**src/rtl/mem_access.sv**
```systemverilog
// -----------------------------------------------------------------------------
// mem_access
//
// Memory-access pipeline stage that sits directly after the execute stage.
//
// For loads and stores the execute result is the byte address. An aligned
// access is captured into a request register and driven to the data memory
// through a request/response handshake. The stage holds upstream with
// M_stall_o while the access is in flight. Load data is selected by byte or
// halfword lane and sign- or zero-extended. Every completed instruction then
// lands in a registered result bank for write-back.
//
// A misaligned access never reaches memory. It completes one cycle later
// with M_misalign_o set and the register write suppressed. Any other valid
// instruction passes straight through to the result bank.
//
// Ports
//   clk            clock, all state changes on the rising edge
//   rst_n          synchronous active-low reset
//   E_valid_i      execute-stage instruction valid
//   E_op_load_i    instruction is a load
//   E_op_store_i   instruction is a store
//   E_funct3_i     access size/sign: 000 B, 001 H, 010 W, 100 BU, 101 HU
//   E_valE_i       ALU result (byte address for memory ops)
//   E_rs2_data_i   store data
//   E_rd_i         destination register
//   E_wen_i        register write enable
//   dmem_req_o     memory request, held until dmem_ready_i
//   dmem_we_o      1 = write
//   dmem_addr_o    word-aligned address
//   dmem_wstrb_o   byte strobes (all zero for loads)
//   dmem_wdata_o   lane-replicated store data
//   dmem_ready_i   memory accepts the request this cycle
//   dmem_rvalid_i  read data valid
//   dmem_rdata_i   read word
//   M_stall_o      combinational hold request to upstream
//   M_valid_o      one-cycle pulse per completed instruction
//   M_valE_o       registered execute result / address
//   M_valM_o       registered extended load data (0 for non-loads)
//   M_rd_o         registered destination register
//   M_wen_o        registered write enable
//   M_misalign_o   registered misaligned-access flag
// -----------------------------------------------------------------------------
module mem_access #(
    parameter int XLEN = 32
) (
    input  logic            clk,
    input  logic            rst_n,
    input  logic            E_valid_i,
    input  logic            E_op_load_i,
    input  logic            E_op_store_i,
    input  logic [2:0]      E_funct3_i,
    input  logic [XLEN-1:0] E_valE_i,
    input  logic [XLEN-1:0] E_rs2_data_i,
    input  logic [4:0]      E_rd_i,
    input  logic            E_wen_i,
    output logic            dmem_req_o,
    output logic            dmem_we_o,
    output logic [XLEN-1:0] dmem_addr_o,
    output logic [3:0]      dmem_wstrb_o,
    output logic [XLEN-1:0] dmem_wdata_o,
    input  logic            dmem_ready_i,
    input  logic            dmem_rvalid_i,
    input  logic [XLEN-1:0] dmem_rdata_i,
    output logic            M_stall_o,
    output logic            M_valid_o,
    output logic [XLEN-1:0] M_valE_o,
    output logic [XLEN-1:0] M_valM_o,
    output logic [4:0]      M_rd_o,
    output logic            M_wen_o,
    output logic            M_misalign_o
);

    typedef enum logic [1:0] {
        ST_IDLE = 2'b00,
        ST_REQ  = 2'b01,
        ST_WAIT = 2'b10
    } state_t;

    // -------------------------------------------------------------------------
    // Data formatting helpers
    // -------------------------------------------------------------------------

    // Halfwords must sit on an even byte and words on a word boundary.
    // Size code 11 is not a legal access and is treated like a word.
    function automatic logic is_misaligned(input logic [2:0] funct3,
                                           input logic [1:0] a);
        logic mis;
        case (funct3[1:0])
            2'b00:   mis = 1'b0;
            2'b01:   mis = a[0];
            default: mis = (a != 2'b00);
        endcase
        return mis;
    endfunction

    function automatic logic [3:0] store_strobe(input logic [2:0] funct3,
                                                input logic [1:0] a);
        logic [3:0] strb;
        case (funct3[1:0])
            2'b00:   strb = 4'b0001 << a;
            2'b01:   strb = 4'b0011 << a;
            default: strb = 4'b1111;
        endcase
        return strb;
    endfunction

    // Replicate the store value across all lanes so the strobes alone pick
    // the destination bytes.
    function automatic logic [XLEN-1:0] store_data(input logic [2:0]      funct3,
                                                   input logic [XLEN-1:0] rs2);
        logic [XLEN-1:0] wd;
        case (funct3[1:0])
            2'b00:   wd = {4{rs2[7:0]}};
            2'b01:   wd = {2{rs2[15:0]}};
            default: wd = rs2;
        endcase
        return wd;
    endfunction

    function automatic logic [XLEN-1:0] load_extend(input logic [2:0]      funct3,
                                                    input logic [1:0]      a,
                                                    input logic [XLEN-1:0] rdata);
        logic [7:0]      lane_b;
        logic [15:0]     lane_h;
        logic [XLEN-1:0] res;
        case (a)
            2'b00:   lane_b = rdata[7:0];
            2'b01:   lane_b = rdata[15:8];
            2'b10:   lane_b = rdata[23:16];
            2'b11:   lane_b = rdata[31:24];
            default: lane_b = 8'h00;
        endcase
        lane_h = a[1] ? rdata[31:16] : rdata[15:0];
        case (funct3)
            3'b000:  res = {{24{lane_b[7]}}, lane_b};
            3'b001:  res = {{16{lane_h[15]}}, lane_h};
            3'b100:  res = {24'h000000, lane_b};
            3'b101:  res = {16'h0000, lane_h};
            default: res = rdata;
        endcase
        return res;
    endfunction

    // -------------------------------------------------------------------------
    // State
    // -------------------------------------------------------------------------
    state_t          state_r;
    state_t          state_s;

    logic [XLEN-1:0] addr_r;
    logic [2:0]      funct3_r;
    logic [XLEN-1:0] wdata_r;
    logic [3:0]      wstrb_r;
    logic [4:0]      rd_r;
    logic            wen_r;
    logic            store_r;
    logic            req_r;

    logic            m_valid_r;
    logic [XLEN-1:0] m_vale_r;
    logic [XLEN-1:0] m_valm_r;
    logic [4:0]      m_rd_r;
    logic            m_wen_r;
    logic            m_misalign_r;

    // -------------------------------------------------------------------------
    // Instruction decode
    // -------------------------------------------------------------------------
    logic is_mem_s;
    logic is_store_s;
    logic misalign_s;

    // A request with both op bits set is handled as a load.
    assign is_mem_s   = E_op_load_i | E_op_store_i;
    assign is_store_s = E_op_store_i & ~E_op_load_i;
    assign misalign_s = is_mem_s & is_misaligned(E_funct3_i, E_valE_i[1:0]);

    // -------------------------------------------------------------------------
    // Next-state, capture, stall and result-load decisions
    // -------------------------------------------------------------------------
    logic            cap_s;
    logic            stall_s;
    logic            res_load_s;
    logic [XLEN-1:0] res_vale_s;
    logic [XLEN-1:0] res_valm_s;
    logic [4:0]      res_rd_s;
    logic            res_wen_s;
    logic            res_misalign_s;

    // FSM next state plus everything that depends on it
    always_comb begin
        state_s        = state_r;
        cap_s          = 1'b0;
        stall_s        = 1'b0;
        res_load_s     = 1'b0;
        res_vale_s     = E_valE_i;
        res_valm_s     = {XLEN{1'b0}};
        res_rd_s       = E_rd_i;
        res_wen_s      = E_wen_i;
        res_misalign_s = 1'b0;
        case (state_r)
            ST_IDLE: begin
                if (E_valid_i) begin
                    if (!is_mem_s) begin
                        res_load_s = 1'b1;
                    end else if (misalign_s) begin
                        res_load_s     = 1'b1;
                        res_wen_s      = 1'b0;
                        res_misalign_s = 1'b1;
                    end else begin
                        cap_s   = 1'b1;
                        stall_s = 1'b1;
                        state_s = ST_REQ;
                    end
                end else begin
                    state_s = ST_IDLE;
                end
            end
            ST_REQ: begin
                // Any read-valid seen while the request is still pending is
                // stale and deliberately ignored here.
                if (dmem_ready_i) begin
                    if (store_r) begin
                        res_load_s = 1'b1;
                        res_vale_s = addr_r;
                        res_rd_s   = rd_r;
                        res_wen_s  = wen_r;
                        state_s    = ST_IDLE;
                    end else begin
                        stall_s = 1'b1;
                        state_s = ST_WAIT;
                    end
                end else begin
                    stall_s = 1'b1;
                    state_s = ST_REQ;
                end
            end
            ST_WAIT: begin
                if (dmem_rvalid_i) begin
                    res_load_s = 1'b1;
                    res_vale_s = addr_r;
                    res_valm_s = load_extend(funct3_r, addr_r[1:0], dmem_rdata_i);
                    res_rd_s   = rd_r;
                    res_wen_s  = wen_r;
                    state_s    = ST_IDLE;
                end else begin
                    stall_s = 1'b1;
                    state_s = ST_WAIT;
                end
            end
            default: begin
                state_s = ST_IDLE;
            end
        endcase
    end

    // FSM state register
    always_ff @(posedge clk) begin
        if (!rst_n) begin
            state_r <= ST_IDLE;
        end else begin
            state_r <= state_s;
        end
    end

    // Request register: captured once on accept and then held stable for
    // the whole handshake
    always_ff @(posedge clk) begin
        if (!rst_n) begin
            addr_r   <= {XLEN{1'b0}};
            funct3_r <= 3'b000;
            wdata_r  <= {XLEN{1'b0}};
            wstrb_r  <= 4'b0000;
            rd_r     <= 5'd0;
            wen_r    <= 1'b0;
            store_r  <= 1'b0;
        end else if (cap_s) begin
            addr_r   <= E_valE_i;
            funct3_r <= E_funct3_i;
            wdata_r  <= store_data(E_funct3_i, E_rs2_data_i);
            wstrb_r  <= is_store_s ? store_strobe(E_funct3_i, E_valE_i[1:0]) : 4'b0000;
            rd_r     <= E_rd_i;
            wen_r    <= E_wen_i;
            store_r  <= is_store_s;
        end else begin
            addr_r   <= addr_r;
            funct3_r <= funct3_r;
            wdata_r  <= wdata_r;
            wstrb_r  <= wstrb_r;
            rd_r     <= rd_r;
            wen_r    <= wen_r;
            store_r  <= store_r;
        end
    end

    // Request strobe, registered from the next state so it mirrors REQ exactly
    always_ff @(posedge clk) begin
        if (!rst_n) begin
            req_r <= 1'b0;
        end else begin
            req_r <= (state_s == ST_REQ);
        end
    end

    // Result register; payload fields hold between completions, valid pulses
    always_ff @(posedge clk) begin
        if (!rst_n) begin
            m_valid_r    <= 1'b0;
            m_vale_r     <= {XLEN{1'b0}};
            m_valm_r     <= {XLEN{1'b0}};
            m_rd_r       <= 5'd0;
            m_wen_r      <= 1'b0;
            m_misalign_r <= 1'b0;
        end else begin
            m_valid_r <= res_load_s;
            if (res_load_s) begin
                m_vale_r     <= res_vale_s;
                m_valm_r     <= res_valm_s;
                m_rd_r       <= res_rd_s;
                m_wen_r      <= res_wen_s;
                m_misalign_r <= res_misalign_s;
            end
        end
    end

    // -------------------------------------------------------------------------
    // Outputs
    // -------------------------------------------------------------------------
    assign dmem_req_o   = req_r;
    assign dmem_we_o    = store_r;
    assign dmem_addr_o  = {addr_r[XLEN-1:2], 2'b00};
    assign dmem_wstrb_o = wstrb_r;
    assign dmem_wdata_o = wdata_r;

    // Stall is masked while reset is asserted so upstream never sees a hold
    // coming from pre-reset state.
    assign M_stall_o    = stall_s & rst_n;

    assign M_valid_o    = m_valid_r;
    assign M_valE_o     = m_vale_r;
    assign M_valM_o     = m_valm_r;
    assign M_rd_o       = m_rd_r;
    assign M_wen_o      = m_wen_r;
    assign M_misalign_o = m_misalign_r;

endmodule

```
**config.mk**
```make
export PLATFORM = sky130hd
export DESIGN_NAME = mem_access
export DESIGN_NICKNAME = d
export VERILOG_FILES = /design/src/rtl/mem_access.sv
export SDC_FILE = /design/constraint.sdc
export NUM_CORES = 1
export LEC_CHECK = 0
export BUFFER_PORTS_ARGS = -buffer_cell sky130_fd_sc_hd__clkbuf_2
export CAP_MARGIN = 5
export CORE_MARGIN = 4
export CORE_UTILIZATION = 53
export CTS_CLUSTER_SIZE = 8
export DETAILED_ROUTE_END_ITERATION = 6
export GPL_TIMING_DRIVEN = 0
export MAX_ROUTING_LAYER = met4
export PLACE_DENSITY_LB_ADDON = 0.2
export RECOVER_POWER = 25
export SYNTH_ARGS = -nofsm -noshare
export SYNTH_HDL_FRONTEND = slang
export SYNTH_SLANG_ARGS = --single-unit
```
**constraint.sdc**
```tcl
create_clock -name clk -period 4.8 [get_ports clk]
set_input_delay 0.24 -clock clk [delete_from_list [all_inputs] [get_ports clk]]
set_output_delay 0.24 -clock clk [all_outputs]
set_load 0.05 [all_outputs]
```
# == Yosys cells after proc, flatten, opt, wreduce, memory -nomap -nowiden ==
# Index checks and enable logic that the tools add are counted.
# op_classes
n_shift,2
bitwise_logic,5
muxes,49
n_reduce_logical,5
eq_ne,10
# op_table
op,n
$mux W32,5
$pmux W32 S2,2
$pmux W32 S4,1
$pmux W8 S4,1
$mux W1,22
$mux W16,1
$mux W5,3
$mux W2,6
$pmux W5 S2,1
$pmux W1 S3,3
$eq A2 B1 Y1 const B,4
$pmux W4 S2,1
$eq A2 B2 Y1 const B,3
$eq A3 B3 Y1 const B,2
$logic_not A2 Y1,3
$pmux W2 S3,1
$mux W4,1
$shl A1 B2 Y4 const A,1
$shl A2 B2 Y4 const A,1
$and A1 B1 Y1,3
$eq A3 B1 Y1 const B,1
$logic_not A3 Y1,1
$pmux W1 S2,1
$reduce_bool A2 Y1,1
2 further kinds,2
# totals
output_inout_bits,143
inputBits,112
ff_bits,153

# == Logic depth before layout (Yosys ltp) ==
# Gate-level depths: netlist of run 1.
# depth
word_depth,8
mapped_depth,8
mapped_depth_nobuf,6

# == Worst setup path after synthesis of run 1 ==
# OpenSTA, ideal clock, no wires.
# synth_timing
kind,register to output
startpoint,register state_r[1]
endpoint,output port M_stall_o
required_ns,4.560
path_buffers,1
slack_ns,2.501
stages_incl_launch_ff,7
arrival_ns,2.059
path_cell_list,dfxtp_1 inv_1 ha_1 and2_1 nand4_1 clkbuf_1 a31oi_1
# synth_via
elab_chain_cells,3
# synth_lines
element,line_no,text
"start, declared",148,state_t state_r;
"start signal, assigned",263,state_r <= state_s;
$eq A2 B2 Y1 (tied with other cells),202,case (state_r)
$pmux W1 S3 (*),202,
$and A1 B1 Y1 (*),338,assign M_stall_o = stall_s & rst_n;
"end, declared",65,"output logic M_stall_o,"
# Every way passes the cells marked *; elsewhere a longest branch is shown, timed or not.

# == Worst setup path after layout of run 1 ==
# layout_timing
startpoint,register state_r[0]
endpoint,output port M_stall_o
# The elaborated chain is that of the path after synthesis.

==> results of run 1 <==
-- power by group --
group	switching [W]	internal, W
clock network	0.000506	0.000992
logic	0.000522	0.000208
registers	0.0000469	0.00135
total	0.00107	0.00255
-- registers in the layout (all words and copies together), names as in the netlist, 3 cells and up --
name / cells
funct3_r: 3
M_valM_o: 32
M_rd_o: 5
dmem_wdata_o: 32
M_valE_o: 32
addr_r: 32
rd_r: 5
dmem_wstrb_o: 4
-- layer usage --
metal	wire length (um)	up-vias	track usage, %
met1	9275	3139	38.14
li1	-	3333	-
met2	9760	309	44.39
met5	0	-	-
met3	1666	34	6.760
met4	387	0	8.964
-- final cells by class --
type / instances / share of cell area (%)
Clock buffer: 25 / 5.722
Timing Repair Buffer: 250 / 13.13
Buffer: 98 / 5.892
Sequential cell: 153 / 34.67
Multi-Input combinational cell: 529 / 36.13
Clock inverter: 7 / 1.813
Tap cell: 172 / 2.436
Inverter: 5 / 0.2124
-- worst register-to-register path: cells and delay by family (launching register included) --
kind | cells | cell delay (ns)
buffers and inverters | 3 | 0.65
DFF | 1 | 0.40
adders and majority gates | 1 | 0.25
and+or+nand+nor | 2 | 0.48
AOI/OAI and AO/OA | 2 | 0.52
-- cell families (layout without fill, tap and decap cells) --
group / count (synthesis) / after routing / share of synthesized area, %
XOR/XNOR: 1 / 1 / 0.1290
buffers and inverters: 103 / 385 / 7.942
flip-flops: 153 / 153 / 45.11
AND/OR/NAND/NOR: 239 / 239 / 15.64
multiplexers: 35 / 35 / 5.362
adder cells (fa/ha/maj): 4 / 4 / 0.7371
AO/OA/AOI/OAI: 248 / 248 / 25.02
other: 1 / 2 / 0.05523
-- through the flow --
| step | total power, W | worst slack (ns) | hold WS [ns] | util (%) | cell area (sq um) |
|---|---|---|---|---|---|
| 4_1_cts | 0.003643 | 1.962 | 0.03922 | 71.02 | 8926 |
| 5_1_grt | 0.003761 | 1.774 | 0.05090 | 70.29 | 8835 |
| 3_3_place_gp | 0.002149 | 2.377 | 0.4395 | 65.72 | 8260 |
| 3_5_place_dp | 0.002156 | 2.422 | 0.4465 | 65.72 | 8260 |
| 6_report | 0.003622 | 1.982 | 0.05113 | 70.29 | 8835 |
| 2_1_floorplan | 0.001943 | 2.501 | 0.3690 | - | 6794 |
-- worst paths after layout --
check	from	endpoint	slack (ns)	cells past startpoint
max	state_r[0]	M_stall_o	1.98	7
min reg2reg	dmem_wdata_o[25]	dmem_wdata_o[25]	0.45	2
max reg2reg	state_r[0]	M_valM_o[6]	2.43	8
min	E_valE_i[25]	addr_r[25]	0.05	3
-- synthesized netlist by cell type, types with 3 or more instances --
cell / number / share of area [%]
a211oi_1: 40 / 4.4
a21oi_1: 77 / 5.7
a221o_1: 16 / 2.4
a22o_1: 12 / 1.5
a22oi_1: 31 / 3.4
a311oi_1: 9 / 1.2
a32o_1: 9 / 1.3
and2_1: 3 / 0.28
buf_2: 23 / 1.7
buf_4: 33 / 3.6
clkbuf_1: 41 / 2.3
dfxtp_1: 153 / 45
ha_1: 4 / 0.74
inv_1: 5 / 0.28
mux2_2: 11 / 1.8
mux2i_1: 24 / 3.5
nand2_1: 137 / 7.6
nand2b_1: 16 / 1.5
nor2_1: 27 / 1.5
nor2b_1: 9 / 0.83
nor3_1: 37 / 2.7
o21ai_0: 33 / 2.4
o2bb2ai_1: 8 / 1.0
==> results.json, run 1 <==
{
  "worst_slew_pin_slew_ns": 0.7619,
  "finalNetCount": 1170,
  "critPathSlowestCell": "nand4_1",
  "crit_arrival_ns": 2.58,
  "area_growth_syn_to_layout_pct": 30.11,
  "final_common_cell": "clkbuf_2",
  "synthFlopType": "dfxtp_1",
  "antenna_found_initial": 0,
  "crit_path_cell_trace": "inv_1 -> ha_1 -> and2_1 -> nand4_1 -> clkbuf_1 -> a31oi_1 -> clkbuf_2",
  "cp-start-kind": "flop",
  "cp.buffers_inverters": 3,
  "cp_top_family": "buffers and inverters",
  "clock_sinks": 153,
  "dp_hpwl_mm": 15.67,
  "setup_tns_ns": 0,
  "synth_edf_count": 0,
  "antenna_cells": 0,
  "core-area_sq_um": 12570,
  "grt_max_degree": 17,
  "multi_input_area_sq_um": 3192,
  "tritoncts": "yes",
  "clk_latency_ns": 0.42,
  "fp-row-count": 41,
  "synth.cell_area_sq_um": 6790,
  "first_global_vias": 6202,
  "port_buffers": 250,
  "maxCapViolCount": 0,
  "post_synth.cell_area_avg_sq_um": 8.661,
  "post-route-period-util_pct": 58.72,
  "path_clk_slew_ns": 0.06,
  "die_x_um": 121.2,
  "yosys_warnings": 0,
  "min_path_type": "input port to flop",
  "gp_congestion": 0.8659,
  "start_util_pct": 54.03,
  "clockBufferDepth": 2,
  "synthCells": 784,
  "drc": 0,
  "synth_seq_area_share_pct": 45.11,
  "regArea_sq_um": 3063,
  "power.density_nw_per_um2": 409.9,
  "max_freq_mhz": 354.8,
  "synth_cell_types": 47,
  "layout-drive-gt1-share_pct": 26.15,
  "post-place-cells": 1207,
  "drt_iter0_drc": 470,
  "p_leak_nw": 3.750,
  "rsz0062_at_grt": "no",
  "finalClockSkew_ns": 0.003938,
  "crit_path_max_incr_delay_ns": 0.38,
  "n_fill_cell": 1127,
  "ir_worst_vdd_uv": 259.7,
  "postCtsSetupBuffers": 0,
  "synthArstFlopShare_pct": 0,
  "slew-limit-headroom_pct": 49.20,
  "grt_util_all_layers_pct": 28.90,
  "ctsResizeCount": 0,
  "grt_pass1_wl_mm": 32.51,
  "vias_per_cell": 5.500,
  "ios": 255,
  "wirelength_mm": 21.09,
  "die_y_um": 121.2,
  "outcome": "complete, no violations",
  "instances_no_fill": 1239,
  "via_count": 6815,
  "drv_slew": 0,
  "crit_required_ns": 4.56,
  "cp-end-kind": "output port",
  "wire_per_inst_um": 17.02,
  "setup_viol": 0,
  "h-tree-depth": 4,
  "mostFrequentLayoutCells": "clkbuf_2, dfxtp_1, nand2_1, clkbuf_1, a21oi_1",
  "min_period_ns": 2.818,
  "crit_type": "flop to output port",
  "cts_root_buf": "clkbuf_16",
  "die_area_sq_um": 14690,
  "cp_max_fo": 10,
  "drtAntennaViolNets": 0,
  "hold_violations": 0,
  "synth-seq-cells": 153,
  "grt_overflow_total": 0,
  "first_pass_iters": 5,
  "hold_buffers": 0,
  "cts_buffers": 17
}
Note: power is estimated with default switching activity, not from simulation.
==> run 2, diff against run 1 <==
--- a/config.mk
+++ b/config.mk
@@ -5,10 +5,11 @@
 export SDC_FILE = /design/constraint.sdc
 export NUM_CORES = 1
 export LEC_CHECK = 0
+export ABC_AREA = 1
 export BUFFER_PORTS_ARGS = -buffer_cell sky130_fd_sc_hd__clkbuf_2
 export CAP_MARGIN = 5
 export CORE_MARGIN = 4
-export CORE_UTILIZATION = 53
+export CORE_UTILIZATION = 50
 export CTS_CLUSTER_SIZE = 8
 export DETAILED_ROUTE_END_ITERATION = 6
 export GPL_TIMING_DRIVEN = 0
==> constraint.sdc (replaced) <==
create_clock -name clk -period 2.89 [get_ports clk]
set_input_delay 0.1445 -clock clk [delete_from_list [all_inputs] [get_ports clk]]
set_output_delay 0.1445 -clock clk [all_outputs]
set_load 0.05 [all_outputs]
==> run 2 against run 1 <==
Net effect: die area increased by 12%; synthesized cell count rose by 38%; non-clock buffer count grew 53; setup slack worse by 1.6 ns; clock-buffer cell count decreased by 5; via count rose by 22%; sequential share of layout area shrank 3.0 points; hold slack worse by 0.042 ns; sequential cell count is the same; power is 65% higher; routed wire length grew 14%; largest power group is now sequential cells; highest routed layer unchanged.
==> results.json, run 2 <==
{
  "port_buffers": 252,
  "p_leak_nw": 4.472,
  "crit_type": "flop to output port",
  "start_util_pct": 51.72,
  "crit_required_ns": 2.75,
  "drc": 0,
  "die_x_um": 128.5,
  "gp_congestion": 0.9718,
  "antenna_found_initial": 0,
  "synth_top_area_share_pct": 42.18,
  "worst_slew_pin_slew_ns": 0.6947,
  "grt_overflow_total": 0,
  "crit_arrival_ns": 2.37,
  "drt_iter0_drc": 639,
  "synth_seq_area_share_pct": 42.18,
  "vias_per_cell": 5.194,
  "hold_violations": 0,
  "synth-seq-cells": 153,
  "grt_util_all_layers_pct": 29.53,
  "mostFrequentLayoutCells": "nand2_1, clkbuf_2, dfxtp_1, nor2_1, clkbuf_1",
  "n_fill_cell": 1298,
  "ir_worst_vdd_uv": 405.3,
  "max_freq_mhz": 398.4,
  "grt_max_degree": 17,
  "wire_per_inst_um": 15.03,
  "drtAntennaViolNets": 0,
  "core-area_sq_um": 14040,
  "drv_slew": 0,
  "post_synth.cell_area_avg_sq_um": 6.705,
  "ios": 255,
  "synthCells": 1083,
  "pre_cts_ws_ns": 0.6732,
  "dp_hpwl_mm": 17.49,
  "cp-end-kind": "output port",
  "min_path_cells": 3,
  "synthArstFlopShare_pct": 0,
  "synth.most_common_cell": "nand2_1",
  "multi_input_area_sq_um": 3460,
  "synth_cell_types": 32,
  "synth_area_leaders": "dfxtp_1, nand2_1, nor2_1",
  "area_growth_syn_to_layout_pct": 33.01,
  "fp-row-count": 43,
  "final_common_cell": "nand2_1",
  "die_y_um": 128.5,
  "first_pass_iters": 5,
  "clockBufferDepth": 2,
  "cp-start-kind": "flop",
  "die_area_sq_um": 16520,
  "path_clk_slew_ns": 0.06,
  "synth_top_cell_by_area": "dfxtp_1",
  "via_count": 8285,
  "outcome": "complete, no violations",
  "power.density_nw_per_um2": 619.6,
  "min_path_type": "input port to flop",
  "holdWs_ns": 0.009415,
  "tritoncts": "yes",
  "first_global_vias": 7855,
  "wirelength_mm": 23.97,
  "finalNetCount": 1517,
  "cts_buffers": 17,
  "post-route-period-util_pct": 86.86,
  "rsz0062_at_grt": "no",
  "setup_viol": 0,
  "synth_edf_count": 0,
  "layout-drive-gt1-share_pct": 20.52,
  "synth.cell_area_sq_um": 7262,
  "min_period_ns": 2.510,
  "yosys_warnings": 0,
  "synthFlopType": "dfxtp_1",
  "netlist_top_cells_count": "nand2_1, dfxtp_1, nor2_1",
  "clk_latency_ns": 0.43,
  "slew-limit-headroom_pct": 53.88,
  "power.total_w": 0.005985,
  "h-tree-depth": 4,
  "setup_tns_ns": 0,
  "grt_pass1_wl_mm": 38.01,
  "layout_setup_ws_ns": 0.3797,
  "clock_sinks": 153,
  "regArea_sq_um": 3063,
  "cts_root_buf": "clkbuf_16",
  "finalClockSkew_ns": 0.004775,
  "r2r_cells": 11,
  "maxCapViolCount": 0,
  "cp_max_fo": 10
}
[run 2: cell types whose count changed in the layout (fill, tap and decap cells not counted), moves of 24 or more]
cell	delta
nand2_1	+185
nor2_1	+123
nand3_1	+56
o21ai_0	+53
dlygate4sd3_1	+46
a211oi_1	-39
a22oi_1	-31
inv_1	+31
a21oi_1	+30
nor3_1	-26
mux2i_1	-24
[run 2: report_power, final]
| part | switching, W | total, W | internal, W |
|---|---|---|---|
| logic | 0.00115 | 0.00158 | 0.000432 |
| clock network | 0.000921 | 0.00206 | 0.00113 |
| registers | 0.0000883 | 0.00235 | 0.00226 |
| total | 0.00216 | 0.00598 | 0.00383 |
[run 2: final timing paths]
check / startpoint / slack (ns) / to
max: state_r[1] / 0.38 / M_stall_o
min: E_rs2_data_i[1] / 0.009 / dmem_wdata_o[1]
max reg2reg: state_r[0] / 0.64 / M_valE_o[8]
min reg2reg: M_valM_o[26] / 0.47 / M_valM_o[26]
[run 2: what timing repair did]
item                                   CTS  global route
setup buffers                            0             0
gates resized for setup                  0             0
hold buffers                            46             0
endpoints found under the hold margin   46             0
[run 2: critical path: stages (launching register included)]
cell and delay, ns:
dfxtp_1 0.36, inv_1 0.09, ha_1 0.19, nand2_1 0.06, inv_1 0.12, nand4_1 0.19, clkbuf_1 0.30, a211oi_1 0.29
clkbuf_2 0.33
[run 2: area by class of cell]
type	count	area share (%)
Inverter	40	1.580
Clock inverter	11	0.7902
Multi-Input combinational cell	788	35.82
Tap cell	180	2.332
Clock buffer	20	4.728
Sequential cell	153	31.71
Buffer	103	6.114
Timing Repair Buffer	298	16.88
Antenna cell	2	0.05181
[run 2: cells by family after synthesis]
kind of cell / share of synthesized area [%]
fa+ha+maj: 0.6892
flops: 42.18
buf+inv: 10.23
simple gates: 32.41
compound gates: 14.44
other cells: 0.05164
[run 2: stage by stage]
step / instances / instance area (sq um) / util, %
after floorplan: 1084 / 7266 / -
after CTS: 1593 / 9746 / 69.40
after global placement: 1516 / 8752 / 62.33
after detailed placement: 1516 / 8752 / 62.33
final: 1595 / 9659 / 68.79
after global routing: 1593 / 9654 / 68.75
[run 2: layer usage]
metal / up-vias / wire length [um] / part of all wire [%] / global-route usage, %
met3: 47 / 2130 / 8.9 / 6.434
met5: - / 0 / 0 / -
li1: 4111 / - / - / -
met1: 3777 / 10080 / 42 / 36.82
met4: 0 / 553 / 2.3 / 10.25
met2: 350 / 11210 / 47 / 47.50
==> run 3, diff against run 2 <==
--- a/config.mk
+++ b/config.mk
@@ -10,11 +10,11 @@
 export CAP_MARGIN = 5
 export CORE_MARGIN = 4
 export CORE_UTILIZATION = 50
+export CTS_BUF_LIST = sky130_fd_sc_hd__clkbuf_16
 export CTS_CLUSTER_SIZE = 8
 export DETAILED_ROUTE_END_ITERATION = 6
 export GPL_TIMING_DRIVEN = 0
-export MAX_ROUTING_LAYER = met4
-export PLACE_DENSITY_LB_ADDON = 0.2
+export PLACE_DENSITY = 0.8
 export RECOVER_POWER = 25
 export SYNTH_ARGS = -nofsm -noshare
 export SYNTH_HDL_FRONTEND = slang
==> run 3 against run 2 <==
Net effect: maximum frequency fell by 0.23%; clock-buffer cell count decreased by 3; hold slack gained 0.0083 ns; register-to-register slack worse by 0.02 ns; combinational power about the same; critical path depth unchanged; cell count is 0.13% higher; sequential power about the same; setup slack got worse by 0.0059 ns; via count rose by 0.25%; clock power grew 2%; utilization grew 0.22 points; largest cell class unchanged; largest power group unchanged.
==> results.json, run 3 (synthesis results as in run 2) <==
{
  "outcome": "complete, no violations",
  "clockBufferDepth": 2,
  "start_util_pct": 51.72,
  "vias_per_cell": 5.201,
  "finalNetCount": 1519,
  "min_from": "E_rs2_data_i[7]",
  "tritoncts": "yes",
  "die_x_um": 128.5,
  "max_freq_mhz": 397.4,
  "clk_latency_ns": 0.42,
  "mostFrequentLayoutCells": "nand2_1, clkbuf_2, dfxtp_1, nor2_1, clkbuf_1",
  "p_leak_nw": 4.507,
  "die_y_um": 128.5,
  "layout_setup_ws_ns": 0.3738,
  "pre_cts_ws_ns": 0.6618,
  "grt_overflow_total": 0,
  "cp-end-kind": "output port",
  "crit_top_cell": "inv_1",
  "setup_viol": 0,
  "n_fill_cell": 1284,
  "regToRegSetupSlack_ns": 0.62,
  "r2r_start": "state_r[0]",
  "wirelength_mm": 24.39,
  "gp_congestion": 0.9682,
  "core-area_sq_um": 14040,
  "maxCapViolCount": 0,
  "power.total_w": 0.006037,
  "grt_util_all_layers_pct": 28.85,
  "worst_slew_pin_slew_ns": 0.7119,
  "wire_per_inst_um": 15.27,
  "final_common_cell": "nand2_1",
  "finalClockSkew_ns": 0.004483,
  "area_growth_syn_to_layout_pct": 33.44,
  "first_global_vias": 7709,
  "min_period_ns": 2.516,
  "post-route-period-util_pct": 87.06,
  "cts_buffers": 17,
  "hold_violations": 0,
  "instances_no_fill": 1597,
  "path_clk_slew_ns": 0.06,
  "postCtsSetupBuffers": 0,
  "crit_arrival_ns": 2.37,
  "cp_top_family": "buffers and inverters",
  "cts_root_buf": "clkbuf_16",
  "fp-row-count": 43,
  "cp.depth": 8,
  "layout-drive-gt1-share_pct": 20.21,
  "first_pass_iters": 5,
  "power.density_nw_per_um2": 623.0,
  "r2r_cells": 11,
  "postLayoutCoreUtil_pct": 69.01,
  "antenna_found_initial": 2,
  "slew-limit-headroom_pct": 52.54,
  "critPathSlowestCell": "dfxtp_1",
  "setup_tns_ns": 0,
  "drc": 0,
  "critical_path.startpoint": "state_r[0]",
  "dp_hpwl_mm": 17.56,
  "drtAntennaViolNets": 0,
  "crit_path_cell_trace": "inv_1 -> ha_1 -> nand2_1 -> inv_1 -> nand4_1 -> clkbuf_1 -> a211oi_1 -> clkbuf_2",
  "drv_slew": 0,
  "grt_pass1_wl_mm": 37.97,
  "crit_path_max_incr_delay_ns": 0.34,
  "ir_worst_vdd_uv": 421.6,
  "ios": 255,
  "h-tree-depth": 4,
  "via_count": 8306,
  "min_path_type": "input port to flop",
  "drt_iter0_drc": 530,
  "rsz0062_at_grt": "no",
  "grt_max_degree": 17,
  "cp.buffers_inverters": 4,
  "crit_type": "flop to output port",
  "post-place-cells": 1516,
  "clock_sinks": 153,
  "crit_required_ns": 2.75,
  "crit_end": "M_stall_o",
  "cp-start-kind": "flop",
  "die_area_sq_um": 16520,
  "reg2reg_to": "M_valE_o[11]",
  "cp_max_fo": 10,
  "port_buffers": 252
}
-- run 3: cell count changes in the layout (fill, tap and decap cells not counted), moves of 2 or more --
cell | before | now
bufinv_16 | 0 | 2
clkbuf_8 | 2 | 0
clkinv_4 | 3 | 0
clkinvlp_4 | 4 | 2
dlygate4sd3_1 | 46 | 48
inv_1 | 36 | 40
-- run 3: worst min-delay path by stage --
stage	endpoint	slack (ns)	cells after the start
floorplan	M_wen_o	0.28	2
global placement	addr_r[31]	0.39	3
detailed placement	addr_r[31]	0.40	3
CTS	dmem_wdata_o[5]	0.003	3
global route	dmem_wdata_o[6]	0.02	3
finish	dmem_wdata_o[7]	0.02	3
-- run 3: timing repair --
item / in CTS / in global routing
hold buffers: 48 / 0
gates resized for setup: 0 / 0
endpoints found under the hold margin: 49 / 0
-- run 3: power breakdown --
part           switching (W)  total, W  internal, W
combinational        0.00115   0.00159     0.000434
clock               0.000858   0.00210      0.00124
sequential         0.0000888   0.00235      0.00226
-- run 3: worst register-to-register path, delay by kind of cell (launching register included) --
kind | cells | cell delay (ns)
buffers and inverters | 4 | 0.72
AND/OR/NAND/NOR | 4 | 0.55
flip-flops | 1 | 0.38
AO/OA/AOI/OAI | 2 | 0.33
adder cells (fa/ha/maj) | 1 | 0.21
-- run 3: layout make-up --
class	count	area [sq um]	area share (%)
Sequential cell	153	3063	31.61
Buffer	103	590.6	6.094
Inverter	40	152.6	1.575
Multi-Input combinational cell	788	3460	35.70
Timing Repair Buffer	300	1650	17.03
Clock buffer	17	425.4	4.390
Clock inverter	14	118.9	1.227
Antenna cell	2	5.005	0.05165
Tap cell	180	225.2	2.324
-- run 3: per-layer routing --
layer  track usage, %  up-vias  part of all wire [%]
met4            12.91        0                   3.6
met5                0        -                     0
met2            48.85      417                    47
met3            6.559       71                   9.3
li1                 -     4118                     -
met1            35.07     3700                    40
-- run 3: stage by stage --
stage	cell area, sq um	hold WS, ns
after floorplan	7266	0.2811
after global routing	9691	0.02267
after global placement	8752	0.3934
after detailed placement	8752	0.3956
final	9691	0.01776
after CTS	9777	0.002746
